[config.mk]
export PLATFORM = sky130hd
export DESIGN_NAME = reg_write_sequencer
export DESIGN_NICKNAME = d
export VERILOG_FILES = /design/src/rtl/reg_write_sequencer.sv
export SDC_FILE = /design/constraint.sdc
export NUM_CORES = 1
export LEC_CHECK = 0
export CAP_MARGIN = 25
export CORE_MARGIN = 2
export CORE_UTILIZATION = 40
export DETAILED_ROUTE_END_ITERATION = 7
export PLACE_DENSITY = 0.58
export SYNTH_ARGS = -nofsm -noshare
export SYNTH_HDL_FRONTEND = slang
export SYNTH_SLANG_ARGS = --single-unit
[constraint.sdc]
create_clock -name clk -period 2.5 [get_ports clk]
set_input_delay 0.25 -clock clk [delete_from_list [all_inputs] [get_ports clk]]
set_output_delay 0.25 -clock clk [all_outputs]
set_load 0.05 [all_outputs]
[src/rtl/reg_write_sequencer.sv]
// -----------------------------------------------------------------------------
// reg_write_sequencer
//   Write-side front end for the register file. Destination writes arrive
//   over a valid/ready handshake and are buffered in a small FIFO. At most
//   one write per cycle is issued on the registered register-file write port
//   (IN / INaddr / WRITE). On request, the block drains the FIFO and then
//   sweeps CLR_VALUE into every register in address order.
//
// Ports
//   clk       in   clock, all state updates on posedge
//   RESET     in   synchronous active-high reset
//   wr_valid  in   write request valid
//   wr_ready  out  FIFO can accept (only while idle and not full)
//   wr_data   in   data to write
//   wr_addr   in   destination register
//   clr_req   in   clear-sweep request (level, sampled while idle)
//   clr_busy  out  clear pending or in progress
//   IN        out  register-file write data (registered)
//   INaddr    out  register-file write address (registered)
//   WRITE     out  register-file write enable, one-cycle pulse per write
//   pending   out  FIFO occupancy, 0..DEPTH
// -----------------------------------------------------------------------------
`timescale 1ns/1ps

module reg_write_sequencer #(
  parameter int               DATA_W    = 8,
  parameter int               ADDR_W    = 3,
  parameter int               DEPTH     = 4,
  parameter logic [DATA_W-1:0] CLR_VALUE = '0
) (
  input  logic              clk,
  input  logic              RESET,
  input  logic              wr_valid,
  output logic              wr_ready,
  input  logic [DATA_W-1:0] wr_data,
  input  logic [ADDR_W-1:0] wr_addr,
  input  logic              clr_req,
  output logic              clr_busy,
  output logic [DATA_W-1:0] IN,
  output logic [ADDR_W-1:0] INaddr,
  output logic              WRITE,
  output logic [ADDR_W:0]   pending
);

  localparam int PTR_W = $clog2(DEPTH);

  localparam logic [1:0] ST_IDLE  = 2'd0;
  localparam logic [1:0] ST_DRAIN = 2'd1;
  localparam logic [1:0] ST_SWEEP = 2'd2;

  localparam logic [PTR_W:0]    FULL_COUNT = (PTR_W+1)'(DEPTH);
  localparam logic [ADDR_W-1:0] LAST_REG   = '1;

  logic [1:0]        r_state;
  logic [1:0]        w_state_next;
  logic [DATA_W-1:0] r_mem_data [DEPTH];
  logic [ADDR_W-1:0] r_mem_addr [DEPTH];
  logic [PTR_W-1:0]  r_wptr;
  logic [PTR_W-1:0]  r_rptr;
  logic [PTR_W:0]    r_count;
  logic [ADDR_W-1:0] r_sweep_addr;
  logic [DATA_W-1:0] r_in;
  logic [ADDR_W-1:0] r_inaddr;
  logic              r_write;
  logic              r_clr_busy;

  logic              w_full;
  logic              w_push;
  logic              w_pop;

  assign w_full   = (r_count == FULL_COUNT);
  // Ready depends only on registered state, never on wr_valid.
  assign wr_ready = (r_state == ST_IDLE) && !w_full;
  assign w_push   = wr_valid && wr_ready;
  // The FIFO keeps issuing while idle and while draining; the sweep owns the
  // write port exclusively.
  assign w_pop    = (r_state != ST_SWEEP) && (r_count != '0);

  always_comb begin
    // NOTE: default assignment first so every path drives the signal and no latch is inferred.
    w_state_next = r_state;
    case (r_state)
      ST_IDLE:  if (clr_req) w_state_next = ST_DRAIN;
      // The DRAIN cycle that sees an empty FIFO issues nothing and hands over.
      ST_DRAIN: if (r_count == '0) w_state_next = ST_SWEEP;
      ST_SWEEP: if (r_sweep_addr == LAST_REG) w_state_next = ST_IDLE;
      default:  w_state_next = ST_IDLE;
    endcase
  end

  // NOTE: FIFO storage has no reset; pointers and count alone define which entries are valid.
  always_ff @(posedge clk) begin
    if (w_push) begin
      r_mem_data[r_wptr] <= wr_data;
      r_mem_addr[r_wptr] <= wr_addr;
    end
  end

  always_ff @(posedge clk) begin
    // NOTE: sequential state uses non-blocking assignments so every register samples pre-edge values.
    if (RESET) begin
      r_state      <= ST_IDLE;
      r_wptr       <= '0;
      r_rptr       <= '0;
      r_count      <= '0;
      r_sweep_addr <= '0;
      r_in         <= '0;
      r_inaddr     <= '0;
      r_write      <= 1'b0;
      r_clr_busy   <= 1'b0;
    end else begin
      r_state <= w_state_next;
      r_write <= 1'b0;

      if (w_push) r_wptr <= r_wptr + 1'b1;

      if (w_pop) begin
        r_rptr   <= r_rptr + 1'b1;
        r_in     <= r_mem_data[r_rptr];
        r_inaddr <= r_mem_addr[r_rptr];
        r_write  <= 1'b1;
      end else if (r_state == ST_SWEEP) begin
        r_in         <= CLR_VALUE;
        r_inaddr     <= r_sweep_addr;
        r_write      <= 1'b1;
        // Wraps to 0 after the last register, ready for the next sweep.
        r_sweep_addr <= r_sweep_addr + 1'b1;
      end

      case ({w_push, w_pop})
        2'b10:   r_count <= r_count + 1'b1;
        2'b01:   r_count <= r_count - 1'b1;
        default: r_count <= r_count;
      endcase

      // Busy stays high through the cycle that shows the last sweep write.
      r_clr_busy <= (w_state_next != ST_IDLE) || (r_state == ST_SWEEP);
    end
  end

  assign IN       = r_in;
  assign INaddr   = r_inaddr;
  assign WRITE    = r_write;
  assign clr_busy = r_clr_busy;
  assign pending  = (ADDR_W+1)'(r_count);

endmodule

==> flow_summary_export.csv <==
group,metric,value,unit
placement,hpwl,3.40,mm
global_routing,grt_overflow,0,
clocking,numCtsBuffers,9,
layout,instances_no_fill,304,
logic_synthesis,synthTopCellsByCount,"edfxtp_1, dfxtp_1, nor2_1, a21oi_1, mux4_2",
logic_synthesis,yosys_warnings,0,
route,drt_iter0_drc,117,
logic_synthesis,synth_area,0.00278,mm2
logic_synthesis,synth_ff_type,"edfxtp_1",
layout,regArea,0.00186,mm2
logic_synthesis,yosysMostFrequentCell,"edfxtp_1",
timing,period_share,88.0,%
global_routing,grtUsageTotal,15.0,%
timing,setup_viol,0,
job,maxCapViolCount,0,
worst_setup_path,crit_path_end_kind,"primary output",
layout,fillerInstances,577,
route,viasPerCell,5.21,
timing,hold_viol,0,
pwr,p_switching,1.49,mW
worst_setup_path,cp.required,2250,ps
worst_setup_path,r2r_start,"r_count[0]",
pwr,switching_share,35.9,%
floorplanning,coreArea,0.00676,mm2
placement,dp_cells,288,
layout,area_growth,23.0,%
timing,fmax,455,MHz
global_routing,grt_max_degree,20,
logic_synthesis,synth_seq_area_share,67.0,%
logic_synthesis,synthCells,178,
worst_setup_path,crit_fanout,6,
clocking,cts_tree,"done",
floorplanning,num_rows,30,
logic_synthesis,synth.area.top_cells,"edfxtp_1, dfxtp_1, mux4_2, ha_1, a22o_1",
timing,maxSlewViolCount,0,
layout,multi_input_area,850,um2
clocking,cts_sinks,71,
worst_setup_path,r2r_end,"r_count[2]",
hold_path,min_to,"IN[1]",
pwr,cellPowerDensity,1210,mW/mm2
global_routing,grt_pass1_vias,1597,
floorplanning,initial_core_util,41.1,%
clocking,cts_root_buf,"clkbuf_8",
floorplanning,die_w,87.4,um
timing,relSlewSlack,60.5,%
worst_setup_path,crit_chain,"nor2_2 > a211oi_1 > clkdlybuf4s50_1",
floorplanning,ios,33,
worst_setup_path,crit_type,"reg -> out",
route,antenna_left,0,
clocking,hold_buffers,0,
pwr,combPwrFrac,35.7,%
clocking,h-tree-depth,3,
hold_path,hp-class,"reg -> reg",
worst_setup_path,rrSetupSlack,390,ps
worst_setup_path,path_delay_family,"buffers and inverters",
clocking,postCtsSetupRepairBufs,0,
hold_path,whs_path_depth,1,
pwr,p_int,2.65,mW
route,vias,1585,
layout,drive_above_1_share,20.1,%
clocking,clock_path_buffers,2,
worst_setup_path,crit_path_start,"r_count[0]",
layout,design_area,0.00342,mm2
global_routing,antenna_found_initial,0,
clocking,path_clk_slew,80,ps
placement,placement.io_buffers,31,
clocking,clock_latency,340,ps
clocking,cts_resized,0,
worst_setup_path,slowest_stage,"clkdlybuf4s50_1",
logic_synthesis,synth.avg_cell_area,15.6,um2
logic_synthesis,synth_nets,201,
placement,place_congestion,0.726,
timing,min_period,2200,ps
outcome,status,"completed",
global_routing,grt_pass1_wl,8.22,mm
timing,rsz0062_at_grt,"false",
floorplanning,dieArea,0.00763,mm2
hold_path,hp-start,"IN[1]",
worst_setup_path,setup.worst_path.start_class,"flip-flop",
layout,diodes,0,
worst_setup_path,cp.buffers_inverters,1,
route,post_drt_wl_per_cell,17.2,um
logic_synthesis,async_flop_share,0,%
timing,setup_tns,0,ps
worst_setup_path,arrival,1950,ps
logic_synthesis,synth_top_area_cell,"edfxtp_1",
placement,place_area,0.00320,mm2
layout,final_util,50.6,%
floorplanning,die_y,87.4,um
route,firstDrtPassIters,4,
route,route.detailed.drc,0,
worst_setup_path,slowest_delay,830,ps
route,wl,5.23,mm
logic_synthesis,synth_edf_count,44,
layout,nets,242,
logic_synthesis,ys_ff_latch,71,
pwr,clkPwrFrac,24.5,%
pwr,cellLeakagePower,1.18,nW
logic_synthesis,yosysTopAreaCellShare,47.5,%
worst_setup_path,r2r_cells,9,
pwr,pwr-share-seq,39.7,%
timing,worst_slew_pin_slew,592,ps
timing,fin_skew,7.30,ps
logic_synthesis,ys_types,34,
pwr,ir_drop,0.439,mV
## worst register-to-register path, cell delays in order, from the launching register on
cell,delay [ps]
dfxtp_1,450
nor2_2,100
a2111oi_4,380
inv_1,80
ha_1,230
inv_1,70
fa_1,180
xor2_1,90
or3_1,320
a21oi_1,150
## power by group through the flow
stage | Combinational [mW] | Sequential [mW] | Clock [mW]
finish | 1.48 | 1.64 | 1.01
CTS | 1.50 | 1.65 | 1.03
global placement | 1.44 | 1.65 | 0
detailed placement | 1.49 | 1.67 | 0
global route | 1.57 | 1.67 | 1.09
floorplan | 0.674 | 2.01 | 0
## routing by layer
layer / share of wire [%] / vias to the layer above / global-route usage [%] / wire length (um)
met3: 4.2 / 8 / 3.98 / 221
met2: 51 / 36 / 24.4 / 2690
met1: 42 / 793 / 18.5 / 2220
met4: 1.9 / 0 / 7.13 / 97
met5: 0 / - / 0 / 0
li1: - / 748 / - / -
## cells in the final DEF (no fill, tap or decap), types with 2 or more instances in the layout
| cell | Yosys | routed |
|---|---|---|
| o21ai_0 | 2 | 2 |
| or3_1 | 2 | 2 |
| dfxtp_1 | 27 | 27 |
| a21oi_1 | 11 | 11 |
| nand2_1 | 7 | 7 |
| bufinv_16 | 0 | 2 |
| clkdlybuf4s50_1 | 0 | 31 |
| a211oi_1 | 4 | 4 |
| mux4_2 | 11 | 11 |
| edfxtp_1 | 44 | 44 |
| clkbuf_8 | 0 | 9 |
| xor2_1 | 2 | 2 |
| ha_1 | 7 | 7 |
| buf_4 | 3 | 6 |
| inv_1 | 8 | 8 |
| clkinv_4 | 0 | 2 |
| nand2b_1 | 4 | 4 |
| a22o_1 | 8 | 8 |
| and2_2 | 4 | 4 |
| nor2_1 | 13 | 13 |
| nor3_2 | 2 | 2 |
## flip-flops by register name, summed over array words and instances (netlist names), 3 cells and up, named ones only
name	count
INaddr	3
r_sweep_addr	3
r_mem_addr	12
r_count	3
IN	8
r_mem_data	32
## through the flow
stage	hold WS, ps	worst slack, ps	power [mW]
floorplan	349	74.8	2.68
global placement	462	325	3.10
detailed placement	461	182	3.16
CTS	485	266	4.18
global route	506	137	4.33
finish	483	300	4.14
## final cells by class
| class | instances | share of cell area, % |
|---|---|---|
| flip-flops and latches | 71 | 54.5 |
| multi-input cells | 92 | 24.9 |
| clock inverters | 6 | 2.75 |
| clock buffers | 10 | 3.73 |
| inverters | 8 | 0.878 |
| repair buffers | 37 | 10.4 |
| well taps | 80 | 2.93 |
## how the worst max path moves through the flow
stage	slack, ps	endpoint	depth (start not counted)
floorplan	70	r_count[2]	9
global placement	320	r_count[2]	10
detailed placement	180	r_count[2]	10
CTS	270	wr_ready	3
global route	140	wr_ready	3
finish	300	wr_ready	3
## cells by family (layout without fill, tap and decap cells)
group                      Yosys count  in the layout  synth area share, %
adders and majority gates            8              8                 3.87
DFF                                 71             71                 67.0
buffers and inverters               15             61                 2.48
xor gates and xnor gates             3              3                0.945
other                                1              1                0.135
AOI/OAI and AO/OA                   30             30                 8.15
muxes                               13             13                 9.81
and+or+nand+nor                     37             37                 7.65
Note: power is estimated with default switching activity, not from simulation.
